$ cat src/rtl/use_stream_pkg.sv
// Shared types and helpers for the USE stream packer: FSM states, default
// geometry and the beat-count helper.
package use_stream_pkg;

  typedef enum logic [1:0] {
    IDLE     = 2'd0,
    EMIT_HDR = 2'd1,
    EMIT     = 2'd2
  } packer_state_t;

  localparam int unsigned DEF_DATA_BUS_WIDTH_BYTES   = 8;
  localparam int unsigned DEF_MAX_UNCOMPRESSED_BYTES = 34;

  function automatic int unsigned beat_count(input int unsigned len, input int unsigned w);
    return (len + w - 1) / w;
  endfunction

endpackage

$ cat src/rtl/use_stream_packer_if.sv
// AXI4-Stream bundle carrying serialised USE records out of the packer.
interface use_stream_packer_if #(
  parameter int unsigned DATA_BUS_WIDTH_BYTES = use_stream_pkg::DEF_DATA_BUS_WIDTH_BYTES
);
  logic [DATA_BUS_WIDTH_BYTES*8-1:0] tdata;
  logic [DATA_BUS_WIDTH_BYTES-1:0]   tkeep;
  logic                              tlast;
  logic                              tvalid;
  logic                              tready;

  modport master (output tdata, tkeep, tlast, tvalid, input tready);
  modport slave  (input tdata, tkeep, tlast, tvalid, output tready);
endinterface

$ cat src/rtl/use_beat_slicer.sv
// Combinational beat extractor: selects one W-byte window of the record
// buffer and masks lanes at or beyond the record length.
module use_beat_slicer #(
  parameter int unsigned W      = 8,
  parameter int unsigned MAX    = 34,
  parameter int unsigned LEN_W  = 6,
  parameter int unsigned BEAT_W = 3
) (
  input  logic [MAX-1:0][7:0] rec_buf,
  input  logic [LEN_W-1:0]    len,
  input  logic [BEAT_W-1:0]   beat,
  output logic [W*8-1:0]      data,
  output logic [W-1:0]        keep
);
  localparam int unsigned NB    = (MAX + W - 1) / W;
  localparam int unsigned PAD_W = NB * W * 8;

  logic [PAD_W-1:0] padded;
  logic [W*8-1:0]   lane;

  // Pad to whole beats so the window shift never reads past the buffer.
  assign padded = PAD_W'(rec_buf);
  assign lane   = (W*8)'(padded >> (32'(beat) * (W * 8)));

  always_comb begin
    data = '0;
    keep = '0;
    for (int unsigned j = 0; j < W; j++) begin
      if (32'(beat) * W + j < 32'(len)) begin
        keep[j]        = 1'b1;
        data[j*8 +: 8] = lane[j*8 +: 8];
      end
    end
  end
endmodule

$ cat src/rtl/use_stream_packer.sv
// Round-robin USE record capture from the StreamElement ring, serialised onto
// AXI4-Stream. Optional length header beat: USE_PACKER_LENGTH_HEADER_EN.
module use_stream_packer
  import use_stream_pkg::*;
#(
  parameter int unsigned NUM_ELEMENTS           = 4,
  parameter int unsigned DATA_BUS_WIDTH_BYTES   = DEF_DATA_BUS_WIDTH_BYTES,
  parameter int unsigned MAX_UNCOMPRESSED_BYTES = DEF_MAX_UNCOMPRESSED_BYTES,
  parameter int unsigned LEN_W                  = $clog2(MAX_UNCOMPRESSED_BYTES)
) (
  input  logic                                                   clk,
  input  logic                                                   reset_n,
  input  logic [NUM_ELEMENTS-1:0][MAX_UNCOMPRESSED_BYTES-1:0][7:0] useStreamIn,
  input  logic [NUM_ELEMENTS-1:0][LEN_W-1:0]                     useByteLengthIn,
  input  logic [NUM_ELEMENTS-1:0]                                useLastIn,
  output logic [NUM_ELEMENTS-1:0]                                useDataTaken,
  use_stream_packer_if.master                                    m_axis,
  output logic [15:0]                                            recordCount,
  output logic                                                   lengthErr
);
  localparam int unsigned W         = DATA_BUS_WIDTH_BYTES;
  localparam int unsigned MAX_BEATS = beat_count(MAX_UNCOMPRESSED_BYTES, W);
  localparam int unsigned BEAT_W    = (MAX_BEATS > 1) ? $clog2(MAX_BEATS) : 1;
  localparam int unsigned ELEM_W    = (NUM_ELEMENTS > 1) ? $clog2(NUM_ELEMENTS) : 1;
  localparam logic [LEN_W-1:0] MAX_LEN = LEN_W'(MAX_UNCOMPRESSED_BYTES);

  packer_state_t                           state_q, state_d;
  logic [ELEM_W-1:0]                       cur_elem;
  logic [MAX_UNCOMPRESSED_BYTES-1:0][7:0]  rec_buf;
  logic [LEN_W-1:0]                        rec_len;
  logic                                    rec_last;
  logic [BEAT_W-1:0]                       beat;
  logic [NUM_ELEMENTS-1:0]                 taken_q;
  logic [15:0]                             rec_count;
  logic                                    len_err;

  logic [LEN_W-1:0] in_len;
  logic             capture;
  logic             over;
  logic             last_beat;
  logic [W*8-1:0]   slice_data;
  logic [W-1:0]     slice_keep;

  assign in_len    = useByteLengthIn[cur_elem];
  assign capture   = (state_q == IDLE) && (in_len != '0);
  assign over      = in_len > MAX_LEN;
  assign last_beat = 32'(beat) == beat_count(32'(rec_len), W) - 1;

  always_ff @(posedge clk or negedge reset_n) begin
    if (!reset_n) state_q <= IDLE;
    else          state_q <= state_d;
  end

  always_comb begin
    state_d = state_q;
    unique case (state_q)
      IDLE: begin
        if (capture) begin
`ifdef USE_PACKER_LENGTH_HEADER_EN
          state_d = EMIT_HDR;
`else
          state_d = EMIT;
`endif
        end
      end
`ifdef USE_PACKER_LENGTH_HEADER_EN
      EMIT_HDR: if (m_axis.tready) state_d = EMIT;
`endif
      EMIT:     if (m_axis.tready && last_beat) state_d = IDLE;
      default:  state_d = IDLE;
    endcase
  end

  always_ff @(posedge clk or negedge reset_n) begin
    if (!reset_n) begin
      cur_elem  <= '0;
      rec_len   <= '0;
      rec_last  <= 1'b0;
      beat      <= '0;
      taken_q   <= '0;
      rec_count <= '0;
      len_err   <= 1'b0;
    end else begin
      taken_q <= '0;
      if (capture) begin
        taken_q  <= NUM_ELEMENTS'(1) << cur_elem;
        rec_len  <= over ? MAX_LEN : in_len;
        rec_last <= useLastIn[cur_elem];
        beat     <= '0;
        if (over) len_err <= 1'b1;
      end
      if (state_q == EMIT && m_axis.tready) begin
        if (last_beat) begin
          rec_count <= rec_count + 16'd1;
          cur_elem  <= (cur_elem == ELEM_W'(NUM_ELEMENTS - 1)) ? '0 : cur_elem + 1'b1;
        end else begin
          beat <= beat + 1'b1;
        end
      end
    end
  end

  // Payload storage needs no reset: it is only observed after a capture.
  always_ff @(posedge clk) begin
    if (capture) rec_buf <= useStreamIn[cur_elem];
  end

  use_beat_slicer #(
    .W      (W),
    .MAX    (MAX_UNCOMPRESSED_BYTES),
    .LEN_W  (LEN_W),
    .BEAT_W (BEAT_W)
  ) u_slicer (
    .rec_buf (rec_buf),
    .len     (rec_len),
    .beat    (beat),
    .data    (slice_data),
    .keep    (slice_keep)
  );

  always_comb begin
    m_axis.tvalid = 1'b0;
    m_axis.tdata  = '0;
    m_axis.tkeep  = '0;
    m_axis.tlast  = 1'b0;
    unique case (state_q)
`ifdef USE_PACKER_LENGTH_HEADER_EN
      EMIT_HDR: begin
        m_axis.tvalid       = 1'b1;
        m_axis.tkeep        = '1;
        m_axis.tdata[7:0]   = 8'(rec_len);
        m_axis.tdata[15:8]  = 8'(cur_elem);
      end
`endif
      EMIT: begin
        m_axis.tvalid = 1'b1;
        m_axis.tdata  = slice_data;
        m_axis.tkeep  = slice_keep;
        m_axis.tlast  = rec_last && last_beat;
      end
      default: ;
    endcase
  end

  assign useDataTaken = taken_q;
  assign recordCount  = rec_count;
  assign lengthErr    = len_err;
endmodule

$ cat src/flat_wrapper.sv
// flat-port wrapper written by rule: the top's interface ports become plain ports
module use_stream_packer_flat import use_stream_pkg::*;
#(
  parameter int unsigned NUM_ELEMENTS           = 4,
  parameter int unsigned DATA_BUS_WIDTH_BYTES   = DEF_DATA_BUS_WIDTH_BYTES,
  parameter int unsigned MAX_UNCOMPRESSED_BYTES = DEF_MAX_UNCOMPRESSED_BYTES,
  parameter int unsigned LEN_W                  = $clog2(MAX_UNCOMPRESSED_BYTES)
)
  (clk, reset_n, useStreamIn, useByteLengthIn, useLastIn, useDataTaken, recordCount, lengthErr, m_axis_tdata, m_axis_tkeep, m_axis_tlast, m_axis_tvalid, m_axis_tready);
  use_stream_packer_if #(.DATA_BUS_WIDTH_BYTES(DATA_BUS_WIDTH_BYTES)) m_axis_i ();
  input  logic clk;
  input  logic reset_n;
  input  logic [NUM_ELEMENTS-1:0][MAX_UNCOMPRESSED_BYTES-1:0][7:0] useStreamIn;
  input  logic [NUM_ELEMENTS-1:0][LEN_W-1:0] useByteLengthIn;
  input  logic [NUM_ELEMENTS-1:0] useLastIn;
  output logic [NUM_ELEMENTS-1:0] useDataTaken;
  output logic [15:0] recordCount;
  output logic lengthErr;
  output wire logic [$bits(m_axis_i.tdata)-1:0] m_axis_tdata;
  output wire logic [$bits(m_axis_i.tkeep)-1:0] m_axis_tkeep;
  output wire logic [$bits(m_axis_i.tlast)-1:0] m_axis_tlast;
  output wire logic [$bits(m_axis_i.tvalid)-1:0] m_axis_tvalid;
  input wire logic [$bits(m_axis_i.tready)-1:0] m_axis_tready;
  assign m_axis_tdata = m_axis_i.tdata;
  assign m_axis_tkeep = m_axis_i.tkeep;
  assign m_axis_tlast = m_axis_i.tlast;
  assign m_axis_tvalid = m_axis_i.tvalid;
  assign m_axis_i.tready = m_axis_tready;
  use_stream_packer #(.NUM_ELEMENTS(NUM_ELEMENTS), .DATA_BUS_WIDTH_BYTES(DATA_BUS_WIDTH_BYTES), .MAX_UNCOMPRESSED_BYTES(MAX_UNCOMPRESSED_BYTES), .LEN_W(LEN_W)) u_core (.clk(clk), .reset_n(reset_n), .useStreamIn(useStreamIn), .useByteLengthIn(useByteLengthIn), .useLastIn(useLastIn), .useDataTaken(useDataTaken), .m_axis(m_axis_i), .recordCount(recordCount), .lengthErr(lengthErr));
endmodule
$ cat config.mk
export PLATFORM = sky130hd
export DESIGN_NAME = use_stream_packer_flat
export DESIGN_NICKNAME = d
export VERILOG_FILES = /design/src/rtl/use_stream_pkg.sv /design/src/rtl/use_stream_packer_if.sv /design/src/rtl/use_beat_slicer.sv /design/src/rtl/use_stream_packer.sv /design/src/flat_wrapper.sv
export SDC_FILE = /design/constraint.sdc
export NUM_CORES = 1
export LEC_CHECK = 0
export ABC_AREA = 1
export CAP_MARGIN = 10
export CORE_AREA = 2 2 474 476
export DETAILED_ROUTE_END_ITERATION = 10
export DIE_AREA = 0 0 476 478
export PLACE_DENSITY = 0.33
export SETUP_SLACK_MARGIN = 0.1
export SLEW_MARGIN = 0
export SYNTH_ARGS = -nofsm -noshare
export SYNTH_HDL_FRONTEND = slang
export SYNTH_HIERARCHICAL = 1
export SYNTH_SLANG_ARGS = --single-unit
$ cat constraint.sdc
create_clock -name clk -period 7.98 [get_ports clk]
set_input_delay 1.197 -clock clk [delete_from_list [all_inputs] [get_ports clk]]
set_output_delay 1.197 -clock clk [all_outputs]
set_load 0.01 [all_outputs]
## After elaboration in Yosys (flattened, before gate mapping)

Index checks and enable logic that the tools add are counted.

- Reduce and logical (&&, ||, !) cells: 9
- $add $sub $neg: 13
- Shifts and indexed selects: 2
- $lt $le $gt $ge: 10
- Eq/ne operators: 5
- Muxes and demuxes: 35

Operators with widths:

| kind | number |
|---|---|
| binary-select mux 272 bit (select 2 bit) | 1 |
| two-way mux 272 bit | 1 |
| >> shifter 272 x 9 -> 64 bit | 1 |
| two-way mux 8 bit | 9 |
| two-way mux 64 bit | 1 |
| < comparator 7 x 6 -> 1 bit | 7 |
| equality test 3 x 32 -> 1 bit | 1 |
| subtractor 32 x 1 -> 32 bit, second input constant | 1 |
| subtractor 29 x 1 -> 30 bit, second input constant | 1 |
| adder 6 x 3 -> 7 bit, second input constant | 4 |
| adder 16 x 1 -> 16 bit, second input constant | 1 |
| adder 6 x 2 -> 7 bit, second input constant | 2 |
| binary-select mux 6 bit (select 2 bit) | 1 |
| two-way mux 6 bit | 2 |
| two-way mux 1 bit | 11 |
| two-way mux 3 bit | 3 |
| adder 6 x 1 -> 7 bit, second input constant | 1 |
| adder 6 x 4 -> 7 bit, second input constant | 1 |
| greater-than comparator 6 bit, second input constant | 1 |
| < comparator 6 bit | 1 |
| two-way mux 2 bit | 3 |
| AND reduction 2 bit | 3 |
| nonzero test 6 bit | 1 |
| equality test 2 bit, second input constant | 2 |
| other kinds (10) | 14 |

- Register bits: 307
- Output and inout port bits: 95
- Logic and storage cells: 116

## Logic depth before layout (Yosys ltp)

Gate-level depths: netlist of the first run.

- Depth in word-level cells: 7
- Mapped depth: 18

## Hierarchy

Netlist of the first run, hierarchy kept.

Modules (own cells, without submodules):

| module | sequential area each (um^2) | times used | cells an instance | area each (um^2) |
|---|---|---|---|---|
| use_stream_packer | 9,018.6 | 1 | 2,269 | 18,253.8 |
| use_beat_slicer | 0.0 | 1 | 670 | 2,951.6 |

## Worst setup path after synthesis of the first run

OpenSTA, ideal clock, no wires.

- Kind: input to register
- Start: input port useByteLengthIn[14] (netlist name)
- End: register u_core/rec_buf[0] (netlist name), enable pin
- Stages: 9
- Setup slack: 3,961 ps
- Required time: 7,534 ps
- Arrival: 3,573 ps
- Cells stage by stage: inv_1 > o21ai_0 > nand2_1 > nand2_1 > nor2_2 > nand2_1 > nand2_2 > inv_2 > buf_4

- Cells in the longest elaborated chain, start to end: 4

Ends and longest elaborated chain:

| element | line | text |
|---|---|---|
| start: declaration | flat_wrapper.sv:14 | `input logic [NUM_ELEMENTS-1:0][LEN_W-1:0] useByteLengthIn;` |
| binary-select mux 6 bit (select 2 bit) | use_stream_packer.sv:44 | `assign in_len = useByteLengthIn[cur_elem];` |
| two-way mux 6 bit (not written as such) | use_stream_packer.sv:44 |  |
| nonzero test 6 bit | use_stream_packer.sv:45 | `assign capture = (state_q == IDLE) && (in_len != '0);` |
| logical AND 1 bit | use_stream_packer.sv:45 |  |
| via u_core.capture | use_stream_packer.sv:38 | `logic capture;` |
| end signal: assignment | use_stream_packer.sv:105 | `if (capture) rec_buf <= useStreamIn[cur_elem];` |
| end: declaration | use_stream_packer.sv:29 | `logic [MAX_UNCOMPRESSED_BYTES-1:0][7:0] rec_buf;` |

The timed path passes the listed nets, and every way through them passes these cells. The select of a mux whose other input is x is not followed.
A chain may end at the register's enable or synchronous reset.

## Worst setup path in the final report of the first run

- Start: register u_core.beat[1]
- End: output port m_axis_tdata[29]

- Cells in the longest elaborated chain, start to end: 4
- Elaborated cells on any way between the ends: 5
- Those cells by class: 1 x add/sub; 1 x order compare; 1 x shift; 2 x mux

Ends and longest elaborated chain:

| element | line | text |
|---|---|---|
| start: declaration | use_stream_packer.sv:32 | `logic [BEAT_W-1:0] beat;` |
| start signal: assignment | use_stream_packer.sv:97 | `beat <= beat + 1'b1;` |
| adder 6 x 2 -> 7 bit | use_beat_slicer.sv:29 | `if (32'(beat) * W + j < 32'(len)) begin` |
| < comparator 7 x 6 -> 1 bit | use_beat_slicer.sv:29 |  |
| two-way mux 8 bit (*) | use_beat_slicer.sv:29 |  |
| via u_core.slice_data[29] | use_stream_packer.sv:41 | `logic [W*8-1:0] slice_data;` |
| two-way mux 64 bit (*) | use_stream_packer.sv:126 | `unique case (state_q)` |
| end: declaration | flat_wrapper.sv:19 | `output wire logic [$bits(m_axis_i.tdata)-1:0] m_axis_tdata;` |

Mark *: on every way through the listed nets, which the timed path passes. The rest lies on a longest branch.

==> flow_metrics.env, run 1 <==
export IMPL_finalPower_mw=13.8
export IMPL_synth_xor_area_share_pct=0.620
export IMPL_antenna_found_initial=205
export IMPL_maxSlewViolCount=0
export IMPL_fin_nets=5122
export IMPL_ys_flop_type="edfxtp_1"
export IMPL_outcome="completed"
export IMPL_grt_pass1_wl_um=273000
export IMPL_grt_max_degree=140
export IMPL_vdd_drop_max_uv=230
export IMPL_clk_pin_slew_ns=0.06
export IMPL_route_detailed_drc=0
export IMPL_gr_total_overflow=0
export IMPL_clock_latency_ns=0.65
export IMPL_power_density_nw_per_um2=361
export IMPL_synth_simple_area_share_pct=22.7
export IMPL_synth_mux_area_share_pct=0
export IMPL_synth_top_family_by_area="compound AO/OA/AOI/OAI gates"
export IMPL_postCtsSetupBuffers=0
export IMPL_final_cell_mix="clkdlybuf4s50_1 (1,213), nor2_1 (756), o21ai_0 (617)"
export IMPL_period_share_pct=69.1
export IMPL_syn_area_per_cell_um2=7.22
export IMPL_fmax_ghz=0.181
export IMPL_yosys_area_share_adder_pct=0.708
export IMPL_clock_root_buffer="clkbuf_16"
export IMPL_drive_gt1_share_pct=4.12
export IMPL_hpwl_um=176000
export IMPL_avgRoutedWirePerCell_um=30.4
export IMPL_max_cap_viol_count=0
export IMPL_finalSetupViolations=0
export IMPL_routed_via_count=27300
export IMPL_final_common_cell="clkdlybuf4s50_1"
export IMPL_routed_via_density=3.86
export IMPL_critPathMaxFanout=47
export IMPL_die_w_um=476
export IMPL_path_class="reg2out"
export IMPL_cts_made_buffers=47
export IMPL_syn_nets=4070
export IMPL_synth_compound_area_share_pct=25.1
export IMPL_track_usage_pct=18.0
export IMPL_min_path_type="reg2reg"
export IMPL_design_die_area_um2=228000
export IMPL_ys_ff_latch=306
export IMPL_whs_ns=0.468
export IMPL_dr_pass1_iters=5
export IMPL_hold_viol_final=0
export IMPL_async_reset_ff_share_pct=11.1
export IMPL_regToRegSetupSlack_ns=4.05
export IMPL_cp_required_ns=6.78
export IMPL_worstMarginPinSlew_ns=1.06
export IMPL_synth_distinct_cells=38
export IMPL_netlist_area_um2=21200
export IMPL_cts_tree="done"
export IMPL_synth_cells=2939
export IMPL_place_area_um2=36400
export IMPL_initialDrtViolationCount=1733
export IMPL_end_kind="output port"
export IMPL_grt_pass1_vias=27700
export IMPL_cts_sinks=306
export IMPL_place_congestion=0.905
export IMPL_post_cts_resize_count=0
export IMPL_start_util_pct=9.50
export IMPL_dieHeight_um=478
export IMPL_skew_ns=0.0172
export IMPL_io_pins=1214
export IMPL_p_leak_nw=13.6
export IMPL_port_buffer_count=1213
export IMPL_ctsHoldBuffers=0
export IMPL_clk_path_buf_depth=3
export IMPL_area_delta_synth_final_pct=79.7
export IMPL_crit_arrival_ns=4.32
export IMPL_rows=174
export IMPL_max_slew_margin_pct=29.4
export IMPL_startpoint_type="flop"
export IMPL_ys_seq_area_share_pct=42.5
export IMPL_synth_edf_count=272
export IMPL_yosysWarnings=6
export IMPL_finalWorstSetupSlack_ns=2.47
export IMPL_wirelength_um=215000
export IMPL_cts_max_level=2
export IMPL_fin_crit_ns=5.51
export IMPL_core_area_um2=223000
export IMPL_rsz0062_at_grt="false"
export IMPL_fin_area_um2=38100
export IMPL_preCtsSetupSlack_ns=3.00
export IMPL_drtAntennaViolNets=0
export IMPL_setup_tns_ns=0
## path summary, 6_finish.rpt
check,from,to,depth (start not counted)
max,u_core/beat[1],m_axis_tdata[29],9
min,u_core/lengthErr,u_core/lengthErr,2
max reg2reg,u_core/cur_elem[0],u_core/rec_buf[148],5
min reg2reg,u_core/lengthErr,u_core/lengthErr,2
max in group asynchronous,reset_n,u_core/cur_elem[1],2
min in group asynchronous,reset_n,u_core/lengthErr,2
## cell type report
cell class	count	area (um^2)
Tap cell	2992	3740
Clock buffer	70	1350
Inverter	178	702
Clock inverter	18	205
Fill cell	25600	185000
Antenna cell	47	118
Sequential cell	306	9040
Multi-Input combinational cell	2209	10400
Timing Repair Buffer	1249	12500
## flip-flops by register name, indices dropped and copies added (netlist names)
| name | cells |
|---|---|
| u_core/rec_last | 1 |
| u_core/cur_elem | 2 |
| u_core/rec_buf | 272 |
| u_core/useDataTaken | 4 |
| u_core/rec_len | 6 |
| u_core/state_q | 1 |
| u_core/recordCount | 16 |
| u_core/beat | 3 |
| u_core/lengthErr | 1 |
## power by group
group / internal [mW] / leakage [nW] / switching [mW] / total (mW)
Clock: 1.30 / 0.766 / 0.933 / 2.23
Sequential: 2.55 / 2.89 / 0.462 / 3.02
Combinational: 2.78 / 9.89 / 5.73 / 8.51
## critical path: stages, from the launching register on
cell	delay, ns
dfrtp_4	1.01
ha_1	0.36
nand2_1	0.13
inv_2	0.06
a21oi_4	0.31
nand3_2	0.68
nor2_1	0.33
nand2_1	0.08
inv_1	0.09
clkdlybuf4s50_1	0.53
## routing by layer
metal  GRT usage [%]  up-vias  routed length [um]
li1                -    12300                   -
met1            21.2    13200               86000
met2            30.5     1360              101000
met3            6.73      359               21100
met4            4.77      108                5780
met5               0        -                 667
## cell families after synthesis
group                    Yosys count
AND/OR/NAND/NOR                 1213
AO/OA/AOI/OAI                    969
buffers and inverters            424
flip-flops                       306
XOR/XNOR                          15
adder cells (fa/ha/maj)           12
## synth_stat cells (9+ instances only)
library cell    n  area (um^2)
o21ai_1        13         65.1
a21oi_1        24          120
buf_2          31          155
o211ai_1       25          188
o21ai_2        13          114
o21ai_0       617         3090
xor2_1         13          114
dfrtp_1        34          851
nor2_1        756         2840
edfxtp_1      272         8170
ha_1           12          150
inv_1         170          638
buf_4          10         75.1
nand2_1       337         1260
nand2_2        15         93.8
clkbuf_1      180          676
buf_1          15         56.3
buf_6           9          101
o22ai_1       272         1700
nand3_1        76          380
## through the flow
stage / utilization, % / cells
floorplan: - / 2939
global placement: 16.3 / 6934
detailed placement: 16.3 / 6934
CTS: 17.0 / 7022
global route: 17.0 / 7037
finish: 17.1 / 7069
Power figures use the tool's default switching activity.
==> inputs of run 2 (changes only) <==
--- a/config.mk
+++ b/config.mk
@@ -7,10 +7,10 @@
 export LEC_CHECK = 0
 export ABC_AREA = 1
 export CAP_MARGIN = 10
-export CORE_AREA = 2 2 474 476
+export CORE_AREA = 2 2 478 480
 export DETAILED_ROUTE_END_ITERATION = 10
-export DIE_AREA = 0 0 476 478
-export PLACE_DENSITY = 0.33
+export DIE_AREA = 0 0 480 482
+export PLACE_DENSITY = 0.32
 export SETUP_SLACK_MARGIN = 0.1
 export SLEW_MARGIN = 0
 export SYNTH_ARGS = -nofsm -noshare
==> constraint.sdc (replaced) <==
create_clock -name clk -period 5.4 [get_ports clk]
set_input_delay 0.81 -clock clk [delete_from_list [all_inputs] [get_ports clk]]
set_output_delay 0.81 -clock clk [all_outputs]
set_load 0.01 [all_outputs]
==> run 2 against run 1 <==
Global-route usage increased by 0.056 points. Count of clock-buffer cells in the layout decreased by 6. Hold slack gained 0.030 ns. Clock skew up 0.0082 ns. Non-clock buffer count increased by 12.
==> flow_metrics.env, run 2 (same netlist as run 1, synthesis figures left out) <==
export IMPL_cts_made_buffers=46
export IMPL_regToRegSetupSlack_ns=1.70
export IMPL_whs_ns=0.498
export IMPL_core_area_um2=226000
export IMPL_seqCellArea_um2=9040
export IMPL_post_cts_resize_count=0
export IMPL_cts_max_level=2
export IMPL_initialDrtViolationCount=1841
export IMPL_max_cap_viol_count=0
export IMPL_skew_ns=0.0254
export IMPL_wirelength_um=219000
export IMPL_worstMarginPinSlew_ns=1.14
export IMPL_p_leak_nw=13.6
export IMPL_drtAntennaViolNets=0
export IMPL_max_slew_margin_pct=23.4
export IMPL_clk_path_buf_depth=3
export IMPL_internal_power_mw=9.65
export IMPL_holdPathStages=2
export IMPL_fill_cells=25900
export IMPL_dr_pass1_iters=5
export IMPL_die_w_um=480
export IMPL_antenna_found_initial=242
export IMPL_hold_end="u_core/lengthErr"
export IMPL_finalSetupViolations=0
export IMPL_min_path_type="reg2reg"
export IMPL_grt_pass1_vias=27800
export IMPL_vdd_drop_max_uv=334
export IMPL_fmax_ghz=0.217
export IMPL_rr_endpoint="u_core/rec_buf[156]"
export IMPL_power_density_nw_per_um2=530
export IMPL_port_buffer_count=1213
export IMPL_rsz0062_at_grt="false"
export IMPL_area_delta_synth_final_pct=80.0
export IMPL_finalPower_mw=20.2
export IMPL_start_util_pct=9.37
export IMPL_largest_register_ffs=272
export IMPL_io_pins=1214
export IMPL_final_common_cell="clkdlybuf4s50_1"
export IMPL_regMostFlops="u_core/rec_buf"
export IMPL_critPathMaxFanout=16
export IMPL_route_detailed_drc=0
export IMPL_multiInputGateArea_um2=10400
export IMPL_startpoint_type="flop"
export IMPL_avgRoutedWirePerCell_um=30.8
export IMPL_design_die_area_um2=231000
export IMPL_p_seq_share_pct=21.2
export IMPL_fin_crit_ns=4.62
export IMPL_wl_met3_um=21400
export IMPL_ctsHoldBuffers=0
export IMPL_reg2regPathDepth=10
export IMPL_setup_tns_ns=0
export IMPL_hold_start="u_core/lengthErr"
export IMPL_crit_arrival_ns=3.81
export IMPL_m1WireLength_um=87600
export IMPL_path_class="reg2out"
export IMPL_drive_gt1_share_pct=4.33
export IMPL_routed_via_count=27400
export IMPL_postCtsSetupBuffers=0
export IMPL_top_layer_used="met5"
export IMPL_gr_total_overflow=0
export IMPL_hold_viol_final=0
export IMPL_final_cell_mix="clkdlybuf4s50_1 (1,213), nor2_1 (756), o21ai_0 (617)"
export IMPL_period_share_pct=85.5
export IMPL_fin_nets=5133
export IMPL_clock_latency_ns=0.65
export IMPL_maxSlewViolCount=0
export IMPL_grt_max_degree=162
export IMPL_track_usage_pct=18.1
export IMPL_end_kind="output port"
export IMPL_routed_via_density=3.86
export IMPL_dieHeight_um=482
export IMPL_cp_required_ns=4.59
export IMPL_cts_sinks=306
export IMPL_combPwrFrac_pct=63.9
export IMPL_place_congestion=0.866
export IMPL_clk_pin_slew_ns=0.06
export IMPL_p_sw_share_pct=52.3
export IMPL_power_switching_mw=10.6
export IMPL_clock_root_buffer="clkbuf_16"
export IMPL_wl_met2_um=102000
export IMPL_hpwl_um=182000
export IMPL_outcome="completed"
export IMPL_grt_pass1_wl_um=279000
export IMPL_cts_tree="done"
export IMPL_p_clk_share_pct=14.8
export IMPL_reg2reg_from="u_core/cur_elem[0]"
export IMPL_rows=175
run 2: critical path, cell delays in order, from the launching register on:
cell and delay, ns:
dfrtp_4 0.61, ha_1 0.33, nand2_1 0.13, inv_2 0.06
a21oi_4 0.30, nand3_2 0.65, nor2_1 0.34, nand2_1 0.09
inv_1 0.09, clkdlybuf4s50_1 0.54
run 2: routing by layer:
layer	vias up	track usage (%)
li1	12300	-
met1	13200	21.4
met2	1376	30.5
met3	415	6.66
met4	100	5.09
met5	-	0
run 2: stage by stage:
stage	worst slack, ns	util [%]	cells	area, um^2
after detailed placement	1.30	16.2	6963	36600
after floorplan	1.77	-	2939	21200
after CTS	0.543	16.8	7048	38000
after global placement	1.30	16.2	6963	36600
after global routing	0.425	16.8	7062	38100
final	0.781	16.9	7106	38200
run 2: power by group through the flow:
stage | Clock [mW] | Sequential (mW) | Combinational, mW
floorplan | 0 | 4.03 | 6.42
global placement | 0 | 4.37 | 13.4
detailed placement | 0 | 4.37 | 13.3
CTS | 3.17 | 4.33 | 13.3
global route | 3.21 | 4.39 | 14.1
finish | 3.01 | 4.30 | 12.9
run 2: area by class of cell:
class / count / share of cell area (%)
Antenna cell: 58 / 0.380
Inverter: 178 / 1.84
Multi-Input combinational cell: 2209 / 27.3
Timing Repair Buffer: 1261 / 33.1
Clock buffer: 64 / 3.38
Clock inverter: 21 / 0.400
Tap cell: 3009 / 9.86
Sequential cell: 306 / 23.7
run 2: worst max-delay path by stage:
stage | start | end | slack, ns | cells past startpoint
after detailed placement | u_core/beat[1] | m_axis_tdata[39] | 1.30 | 9
after CTS | u_core/beat[1] | m_axis_tdata[32] | 0.54 | 9
after floorplan | useByteLengthIn[14] | u_core/rec_buf[0] | 1.77 | 9
after global routing | u_core/beat[1] | m_axis_tdata[32] | 0.42 | 9
after global placement | u_core/beat[1] | m_axis_tdata[39] | 1.30 | 9
final | u_core/beat[1] | m_axis_tdata[39] | 0.78 | 9
